$ cat config.mk
export PLATFORM = sky130hd
export DESIGN_NAME = sirv_reset_sequencer_flat
export DESIGN_NICKNAME = d
export VERILOG_FILES = /design/src/rtl/sirv_reset_sequencer_if.sv /design/src/rtl/sirv_reset_sequencer.sv /design/src/flat_wrapper.sv
export SDC_FILE = /design/constraint.sdc
export NUM_CORES = 1
export LEC_CHECK = 0
export ABC_AREA = 1
export CORE_AREA = 2 2 51 53
export CTS_BUF_LIST = sky130_fd_sc_hd__clkbuf_16
export CTS_CLUSTER_DIAMETER = 40
export CTS_CLUSTER_SIZE = 40
export DETAILED_ROUTE_END_ITERATION = 8
export DIE_AREA = 0 0 53 55
export HOLD_SLACK_MARGIN = 0.08
export PLACE_DENSITY = 0.84
export SETUP_SLACK_MARGIN = 0.5
export SYNTH_ARGS = -nofsm -noshare
export SYNTH_HDL_FRONTEND = slang
export SYNTH_SLANG_ARGS = --single-unit
$ cat constraint.sdc
create_clock -name clk -period 1.65 [get_ports clk]
set_input_delay 0.33 -clock clk [delete_from_list [all_inputs] [get_ports clk]]
set_output_delay 0.33 -clock clk [all_outputs]
set_load 0.01 [all_outputs]
$ cat src/rtl/sirv_reset_sequencer_if.sv
// sirv_reset_sequencer_if: reset request/release bundle between reset sources and domains
interface sirv_reset_sequencer_if #(parameter int NCH = 4);
  logic           test_mode;
  logic           test_rst_i;
  logic [NCH-1:0] req_i;
  logic [NCH-1:0] rst_o;
  logic           busy_o;
  modport master (output test_mode, test_rst_i, req_i, input rst_o, busy_o);
  modport slave  (input test_mode, test_rst_i, req_i, output rst_o, busy_o);
endinterface

$ cat src/rtl/sirv_reset_sequencer.sv
// sirv_reset_sequencer: catch async reset requests, stretch, then release domains in index order
module sirv_reset_sequencer #(
  parameter int NCH        = 4,
  parameter int SYNC_DEPTH = 3,
  parameter int STRETCH    = 16,
  parameter int GAP        = 8
) (
  input logic                   clk,
  input logic                   rst_n,
  sirv_reset_sequencer_if.slave bus
);
  localparam int MX = STRETCH > GAP ? STRETCH : GAP;
  localparam int CW = $clog2(MX + 1);
  localparam int IW = $clog2(NCH + 1);
  localparam logic [CW-1:0] S_LAST = CW'(STRETCH - 1);
  localparam logic [CW-1:0] G_LAST = CW'(GAP - 1);
  localparam logic [IW-1:0] I_LAST = IW'(NCH - 1);
  typedef enum logic [1:0] {HOLD, RELEASE, IDLE} state_t;
  state_t                state, state_d;
  logic [CW-1:0]         cnt, cnt_d;
  logic [IW-1:0]         idx, idx_d;
  logic [NCH-1:0]        rst_q, rst_d;
  logic                  busy, req_s;
  logic [SYNC_DEPTH-1:0] sync_q [NCH];
  // chains reset to 1 so a request pending across rst_n is never lost
  always_ff @(posedge clk)
    for (int i = 0; i < NCH; i++)
      sync_q[i] <= !rst_n ? '1 : {sync_q[i][SYNC_DEPTH-2:0], bus.req_i[i]};
  always_comb begin
    req_s = 1'b0;
    for (int i = 0; i < NCH; i++) req_s |= sync_q[i][SYNC_DEPTH-1];
  end
  always_comb begin
    state_d = state;
    cnt_d   = cnt;
    idx_d   = idx;
    rst_d   = rst_q;
    if (req_s) begin
      state_d = HOLD;
      cnt_d   = '0;
      idx_d   = '0;
      rst_d   = '1;
    end else begin
      case (state)
        HOLD: begin
          rst_d = '1;
          cnt_d = cnt + CW'(1);
          if (cnt == S_LAST) begin
            rst_d   = ~NCH'(1);
            idx_d   = IW'(1);
            cnt_d   = '0;
            state_d = NCH == 1 ? IDLE : RELEASE;
          end
        end
        RELEASE: begin
          cnt_d = cnt + CW'(1);
          if (cnt == G_LAST) begin
            rst_d   = rst_q & ~(NCH'(1) << idx);
            idx_d   = idx + IW'(1);
            cnt_d   = '0;
            state_d = idx == I_LAST ? IDLE : RELEASE;
          end
        end
        default: rst_d = '0;
      endcase
    end
  end
  always_ff @(posedge clk) begin
    if (!rst_n) begin
      state <= HOLD;
      cnt   <= '0;
      idx   <= '0;
      rst_q <= '1;
      busy  <= 1'b1;
    end else begin
      state <= state_d;
      cnt   <= cnt_d;
      idx   <= idx_d;
      rst_q <= rst_d;
      busy  <= |rst_d;
    end
  end
  // test bypass is purely combinational so scan reset reaches domains without a clock
  assign bus.rst_o  = bus.test_mode ? {NCH{bus.test_rst_i}} : rst_q;
  assign bus.busy_o = busy;
endmodule

$ cat src/flat_wrapper.sv
// flat-port wrapper written by rule: the top's interface ports become plain ports
module sirv_reset_sequencer_flat 
#(
  parameter int NCH        = 4,
  parameter int SYNC_DEPTH = 3,
  parameter int STRETCH    = 16,
  parameter int GAP        = 8
)
  (clk, rst_n, bus_test_mode, bus_test_rst_i, bus_req_i, bus_rst_o, bus_busy_o);
  sirv_reset_sequencer_if #(.NCH(NCH)) bus_i ();
  input logic clk;
  input logic rst_n;
  input wire logic [$bits(bus_i.test_mode)-1:0] bus_test_mode;
  input wire logic [$bits(bus_i.test_rst_i)-1:0] bus_test_rst_i;
  input wire logic [$bits(bus_i.req_i)-1:0] bus_req_i;
  output wire logic [$bits(bus_i.rst_o)-1:0] bus_rst_o;
  output wire logic [$bits(bus_i.busy_o)-1:0] bus_busy_o;
  assign bus_i.test_mode = bus_test_mode;
  assign bus_i.test_rst_i = bus_test_rst_i;
  assign bus_i.req_i = bus_req_i;
  assign bus_rst_o = bus_i.rst_o;
  assign bus_busy_o = bus_i.busy_o;
  sirv_reset_sequencer #(.NCH(NCH), .SYNC_DEPTH(SYNC_DEPTH), .STRETCH(STRETCH), .GAP(GAP)) u_core (.clk(clk), .rst_n(rst_n), .bus(bus_i));
endmodule
==> flow_summary.yaml, run 1 <==
drt:
  drcViolationCount: 0
  drt-wirelength-per-cell_um: 11.8
  ant_nets: 0
  vias_per_cell: 4.81
  first_iter_violations: 20
  drtPass1Iterations: 4
  wl_met1_um: 1090
  dr_wl_met2_um: 1260
  drt-total-wl_um: 2510
  vias: 1025
  highest_layer: "met4"
  wl_met3_um: 82
logic_synthesis:
  synth-seq-cells: 27
  postSynthCellCount: 163
  yosys-top-cells-area: "dfxtp_1 44%, nand2_1 12%, inv_1 9.0%, ha_1 8.2%, nor2_1 7.1%"
  synth_edf_count: 0
  synth_top_area_cell: "dfxtp_1"
  synth_seq_area_share_pct: 44.5
  netlist_area_sq_um: 1210
  synth_common_cells: "39 x nand2_1, 29 x inv_1, 27 x dfxtp_1"
  yosysUniqueCellTypes: 23
  synth_ff_type: "dfxtp_1"
  syn-mean-instance-area_sq_um: 7.45
  syn-num-nets: 179
  async_flop_share_pct: 0
  synth_top_area_share_pct: 44.5
  yosysMostFrequentCell: "nand2_1"
  ys_warn_count: 0
grt:
  grt.total_usage_pct: 18.8
  grt_max_degree: 17
  grt_overflow: 0
  grt_pass1_wl_um: 3910
  first_global_vias: 928
  antenna_found_initial: 0
flow_run:
  maxCapViolCount: 0
placed_design:
  port_buffers: 12
  place_ws_ns: -0.293
  dpl.hpwl_um: 1630
  globalplace.congestion: 0.773
die:
  boundaryPins: 13
  die-area_sq_um: 2920
  coreArea_sq_um: 2360
  start_util_pct: 51.4
  die_h_um: 55
  rows: 18
  die_x_um: 53
sta:
  finClkSkew_ns: 0.00496
  relSlewSlack_pct: 79.1
  min_period_over_period_pct: 81.5
  finalHoldViolCount: 0
  rsz0062_at_grt: "true"
  slew_violations: 0
  timing.hold.ws_ns: 0.404
  setup_ws_ns: 0.305
  fin_tns_setup_ns: 0
  min_period_ns: 1.34
  max_freq_mhz: 744
  setup_violations: 0
  worst_pin_slew_ns: 0.313
worst_setup_path:
  criticalPathCategory: "reg -> reg"
  crit_path_start_kind: "register"
  cp_cell_sequence: "ha_4 -> nand2_4 -> nor2_4 -> inv_1 -> ha_2 -> nand2_1 -> o21ai_1 -> o21a_1"
  crit_fanout: 3
  cp.arrival_ns: 1.51
  critPathRequiredTime_ns: 1.81
  crit_path_top_delay_cell: "dfxtp_2"
  cpLargestDelayFamily: "flip-flops"
  worst-path-buf-inv: 1
  end_kind: "register"
  max_stage_delay_ns: 0.35
clock_tree:
  clockRootBuffer: "clkbuf_16"
  cts_num_sinks: 27
  ctsHtreeMaxLevel: 1
  cts_buffer_depth: 2
  clk_pin_slew_ns: 0.07
  numCtsBuffers: 3
  holdBufCountCts: 0
  clk_latency_ns: 0.26
  cts_tree: "built"
final_layout:
  diodes: 0
  layout.nets: 200
  n_fill_cell: 188
  drive_above_1_share_pct: 28.4
  fin_util_pct: 66.2
  synthToLayoutAreaGrowth_pct: 28.8
power:
  switchingPower_mw: 0.254
  swShare_pct: 20.0
  p_leak_nw: 0.728
  irDropWorstVdd_uv: 658
  cellInternalPower_mw: 1.02
  p_per_area_nw_per_um2: 811
  p_comb_share_pct: 3.7
  p_clk_share_pct: 44.0
  seq_power_share_pct: 52.3
worst_hold_path:
  hold_path_class: "reg -> reg"
outcome:
  status: "completed"
per-layer routing:
| layer | up-vias | global-route usage, % |
|---|---|---|
| met1 | 460 | 21.9 |
| met2 | 23 | 33.3 |
| li1 | 533 | - |
| met4 | 0 | 9.40 |
| met3 | 9 | 3.49 |
| met5 | - | 0 |
worst register-to-register path, cell delays in order, from the launching register on:
cell     delay [ns]
dfxtp_2        0.35
ha_4           0.15
nand2_4        0.07
nor2_4         0.12
inv_1          0.07
ha_2           0.18
nand2_1        0.06
o21ai_1        0.07
o21a_1         0.17
cell usage in the layout, fill, tap and decap left out, types with 2 or more instances in the layout:
cell,instances
nand2_1,35
inv_1,25
nor2_1,21
dfxtp_1,21
inv_2,8
nand3_1,6
buf_4,6
o21ai_1,5
ha_1,5
clkdlybuf4s50_1,5
dfxtp_2,5
nand2_4,4
a21oi_2,4
buf_2,4
nand2_2,3
nor2_2,3
clkbuf_16,3
nor2_4,2
ha_4,2
area by class of cell:
class / instances / area (sq um) / share of cell area [%]
sequential: 27 / 551 / 35.2
inverter: 33 / 124 / 7.91
timing repair buffer: 18 / 145 / 9.27
clock inverter: 1 / 7.51 / 0.480
clock buffer: 3 / 75.1 / 4.80
multi-input combinational: 101 / 626 / 40.0
tap: 30 / 37.5 / 2.40
what timing repair did:
item	4_1_cts	5_1_grt
setup buffers	5	0
pin swaps	5	1
gates resized for setup	37	10
endpoints found under the setup margin	18	18
state kept, by name, indices dropped and copies added, names as in the netlist:
register and count:
u_core.cnt 5, u_core.state 2, u_core.bus.busy_o 1, u_core.idx 3
u_core.rst_q 4, u_core.sync_q 12
power groups by stage:
stage | logic (mW) | clock network (mW) | registers [mW]
6_report | 0.0471 | 0.559 | 0.664
5_1_grt | 0.0526 | 0.600 | 0.665
4_1_cts | 0.0476 | 0.563 | 0.664
3_5_place_dp | 0.0529 | 0 | 0.681
3_3_place_gp | 0.0508 | 0 | 0.680
2_1_floorplan | 0.0186 | 0 | 0.680
stage by stage:
stage / area, sq um / power [mW] / std cells
after detailed placement: 1400 / 0.734 / 204
after CTS: 1540 / 1.27 / 213
after global placement: 1400 / 0.731 / 204
after floorplan: 1250 / 0.699 / 163
final: 1570 / 1.27 / 213
after global routing: 1570 / 1.32 / 213
final timing paths:
| kind | end | slack [ns] | cells after the start | start |
|---|---|---|---|---|
| setup / recovery | u_core.cnt[4]$_SDFFE_PP0P_ | 0.31 | 8 | u_core.cnt[0]$_SDFFE_PP0P_ |
| hold reg to reg | u_core.sync_q[2][2]$_SDFF_PN1_ | 0.40 | 2 | u_core.sync_q[2][1]$_SDFF_PN1_ |
| hold / removal | u_core.sync_q[2][2]$_SDFF_PN1_ | 0.40 | 2 | u_core.sync_q[2][1]$_SDFF_PN1_ |
| setup reg to reg | u_core.cnt[4]$_SDFFE_PP0P_ | 0.31 | 8 | u_core.cnt[0]$_SDFFE_PP0P_ |
cells by family (layout without fill, tap and decap cells):
kind of cell	after synthesis	count (layout)	synth area share [%]
adder cells (fa/ha/maj)	8	8	8.24
AO/OA/AOI/OAI	13	13	6.08
flip-flops	27	27	44.5
AND/OR/NAND/NOR	80	80	29.8
buffers and inverters	35	55	11.4
Power figures use the tool's default switching activity.
==> run 2: changes to the inputs <==
==> constraint.sdc (replaced) <==
create_clock -name clk -period 1.35 [get_ports clk]
set_input_delay 0.27 -clock clk [delete_from_list [all_inputs] [get_ports clk]]
set_output_delay 0.27 -clock clk [all_outputs]
set_load 0.01 [all_outputs]
==> run 2 against run 1 <==
  * The run now ends with setup timing left
  * Cell count increased by 3.3%
  * First-iteration DRC count decreased by 30%
  * Via count increased by 1.4%
  * Sequential share of layout area decreased by 1.6 points
  * Non-clock buffer count increased by 7
  * Critical path type unchanged
  * Highest routed layer unchanged
==> flow_summary.yaml, run 2 (synthesis gave the netlist of run 1 again) <==
grt:
  grt_max_degree: 17
  grt.total_usage_pct: 19.1
  grt_overflow: 0
  first_global_vias: 951
  grt_pass1_wl_um: 3890
  antenna_found_initial: 0
placed_design:
  port_buffers: 12
  globalplace.congestion: 0.812
  dpl.hpwl_um: 1700
clock_tree:
  numCtsBuffers: 3
  cts_buffer_depth: 2
  ctsHtreeMaxLevel: 1
  cts_num_sinks: 27
  clk_latency_ns: 0.26
  holdBufCountCts: 0
  clk_pin_slew_ns: 0.07
  clockRootBuffer: "clkbuf_16"
  cts_tree: "built"
power:
  p_clk_share_pct: 44.0
  p_per_area_nw_per_um2: 954
  p_leak_nw: 0.763
  switchingPower_mw: 0.314
  swShare_pct: 20.1
  seq_power_share_pct: 52.2
  cellInternalPower_mw: 1.24
  p_comb_share_pct: 3.8
  irDropWorstVdd_uv: 899
  total_power_mw: 1.56
drt:
  vias: 1039
  drt-wirelength-per-cell_um: 12.0
  first_iter_violations: 14
  drtPass1Iterations: 4
  ant_nets: 0
  drt-total-wl_um: 2650
  drcViolationCount: 0
  vias_per_cell: 4.72
worst_setup_path:
  max_stage_delay_ns: 0.35
  timing.critical_path.mode_cell: "ha_4"
  end_kind: "register"
  crit_path_top_delay_cell: "dfxtp_2"
  crit_fanout: 3
  cp_cell_sequence: "ha_4 -> nand2_4 -> nor2_4 -> ha_4 -> buf_4 -> nand2_2 -> nand3b_1 -> a21oi_2"
  cp.arrival_ns: 1.51
  crit_path_start_kind: "register"
  criticalPathCategory: "reg -> reg"
  critPathRequiredTime_ns: 1.50
final_layout:
  layout_common_cells: "34 x nand2_1, 24 x inv_1, 21 x nor2_1, 21 x dfxtp_1, 10 x buf_4"
  top_register: "u_core.sync_q"
  synthToLayoutAreaGrowth_pct: 34.4
  largest_register_ffs: 12
  layout.nets: 207
  diodes: 0
  final_common_cell: "nand2_1"
  largestRegisters: "u_core.sync_q: 12 flops, u_core.cnt: 5 flops, u_core.rst_q: 4 flops"
  drive_above_1_share_pct: 32.6
die:
  die_x_um: 53
  die_h_um: 55
  rows: 18
  coreArea_sq_um: 2360
  die-area_sq_um: 2920
  boundaryPins: 13
  start_util_pct: 51.4
sta:
  min_period_ns: 1.35
  finalHoldViolCount: 0
  finClkSkew_ns: 0.00161
  min_period_over_period_pct: 100
  rsz0062_at_grt: "true"
  slew_violations: 0
  relSlewSlack_pct: 77.8
  worst_pin_slew_ns: 0.332
  setup_ws_ns: -0.00298
  setup_violations: 1
  max_freq_mhz: 739
  fin_tns_setup_ns: -0.00298
flow_run:
  maxCapViolCount: 0
outcome:
  violations: "setup timing"
  status: "finished, violations left"
worst_hold_path:
  hold_path_class: "reg -> reg"
run 2: cell count changes in the layout (fill, tap and decap cells not counted), moves of 2 or more:
cell	previous run	this run
buf_2	4	6
buf_6	0	2
buf_4	6	10
dlygate4sd2_1	1	3
run 2: layout make-up:
class / instances / area [sq um]
multi-input cells: 101 / 642
flip-flops and latches: 27 / 548
clock inverters: 1 / 7.51
clock buffers: 3 / 75.1
fillers: 188 / 732
well taps: 30 / 37.5
inverters: 33 / 129
repair buffers: 25 / 194
run 2: final timing paths:
check / slack (ns) / from / depth (start not counted) / endpoint
hold / removal: 0.40 / u_core.sync_q[0][1]$_SDFF_PN1_ / 2 / u_core.sync_q[0][2]$_SDFF_PN1_
hold reg to reg: 0.40 / u_core.sync_q[0][1]$_SDFF_PN1_ / 2 / u_core.sync_q[0][2]$_SDFF_PN1_
setup reg to reg: -0.003 / u_core.cnt[1]$_SDFFE_PP0P_ / 8 / u_core.cnt[1]$_SDFFE_PP0P_
setup / recovery: -0.003 / u_core.cnt[1]$_SDFFE_PP0P_ / 8 / u_core.cnt[1]$_SDFFE_PP0P_
run 2: repair_timing:
item | CTS | global route
resized for setup | 32 | 20
pin swaps | 6 | 6
setup endpoints to repair | 32 | 20
setup buffers | 4 | 3
cloned | 1 | 0
run 2: metal layers:
layer / wire [um] / share of wire, % / track usage, % / vias up
met3: 116 / 4.4 / 3.49 / 7
met5: 0 / 0 / 0 / -
met1: 1120 / 42 / 21.0 / 451
met4: 57 / 2.2 / 12.8 / 0
li1: - / - / - / 549
met2: 1350 / 51 / 33.8 / 32
run 2: metrics by stage:
| stage | setup WS, ns | utilization, % | cells | cell area [sq um] | hold slack [ns] |
|---|---|---|---|---|---|
| after floorplan | 0.0933 | - | 163 | 1250 | 0.339 |
| after global placement | -0.450 | 60.6 | 208 | 1430 | 0.383 |
| after detailed placement | -0.492 | 60.6 | 208 | 1430 | 0.387 |
| after CTS | 0.0384 | 65.6 | 217 | 1550 | 0.402 |
| after global routing | -0.0693 | 69.0 | 220 | 1630 | 0.415 |
| final | -0.00298 | 69.0 | 220 | 1630 | 0.402 |
run 2: power by group through the flow:
stage | clock [mW] | combinational (mW) | sequential [mW]
after global routing | 0.728 | 0.0667 | 0.814
after detailed placement | 0 | 0.0662 | 0.832
after CTS | 0.692 | 0.0600 | 0.814
final | 0.685 | 0.0593 | 0.814
after global placement | 0 | 0.0633 | 0.832
after floorplan | 0 | 0.0236 | 0.831
run 2: critical path, delay by kind of cell, from the launching register on:
| kind | cells | cell delay [ns] |
|---|---|---|
| DFF | 1 | 0.35 |
| adders and majority gates | 2 | 0.32 |
| buffers and inverters | 1 | 0.11 |
| and+or+nand+nor | 4 | 0.39 |
| AOI/OAI and AO/OA | 1 | 0.07 |
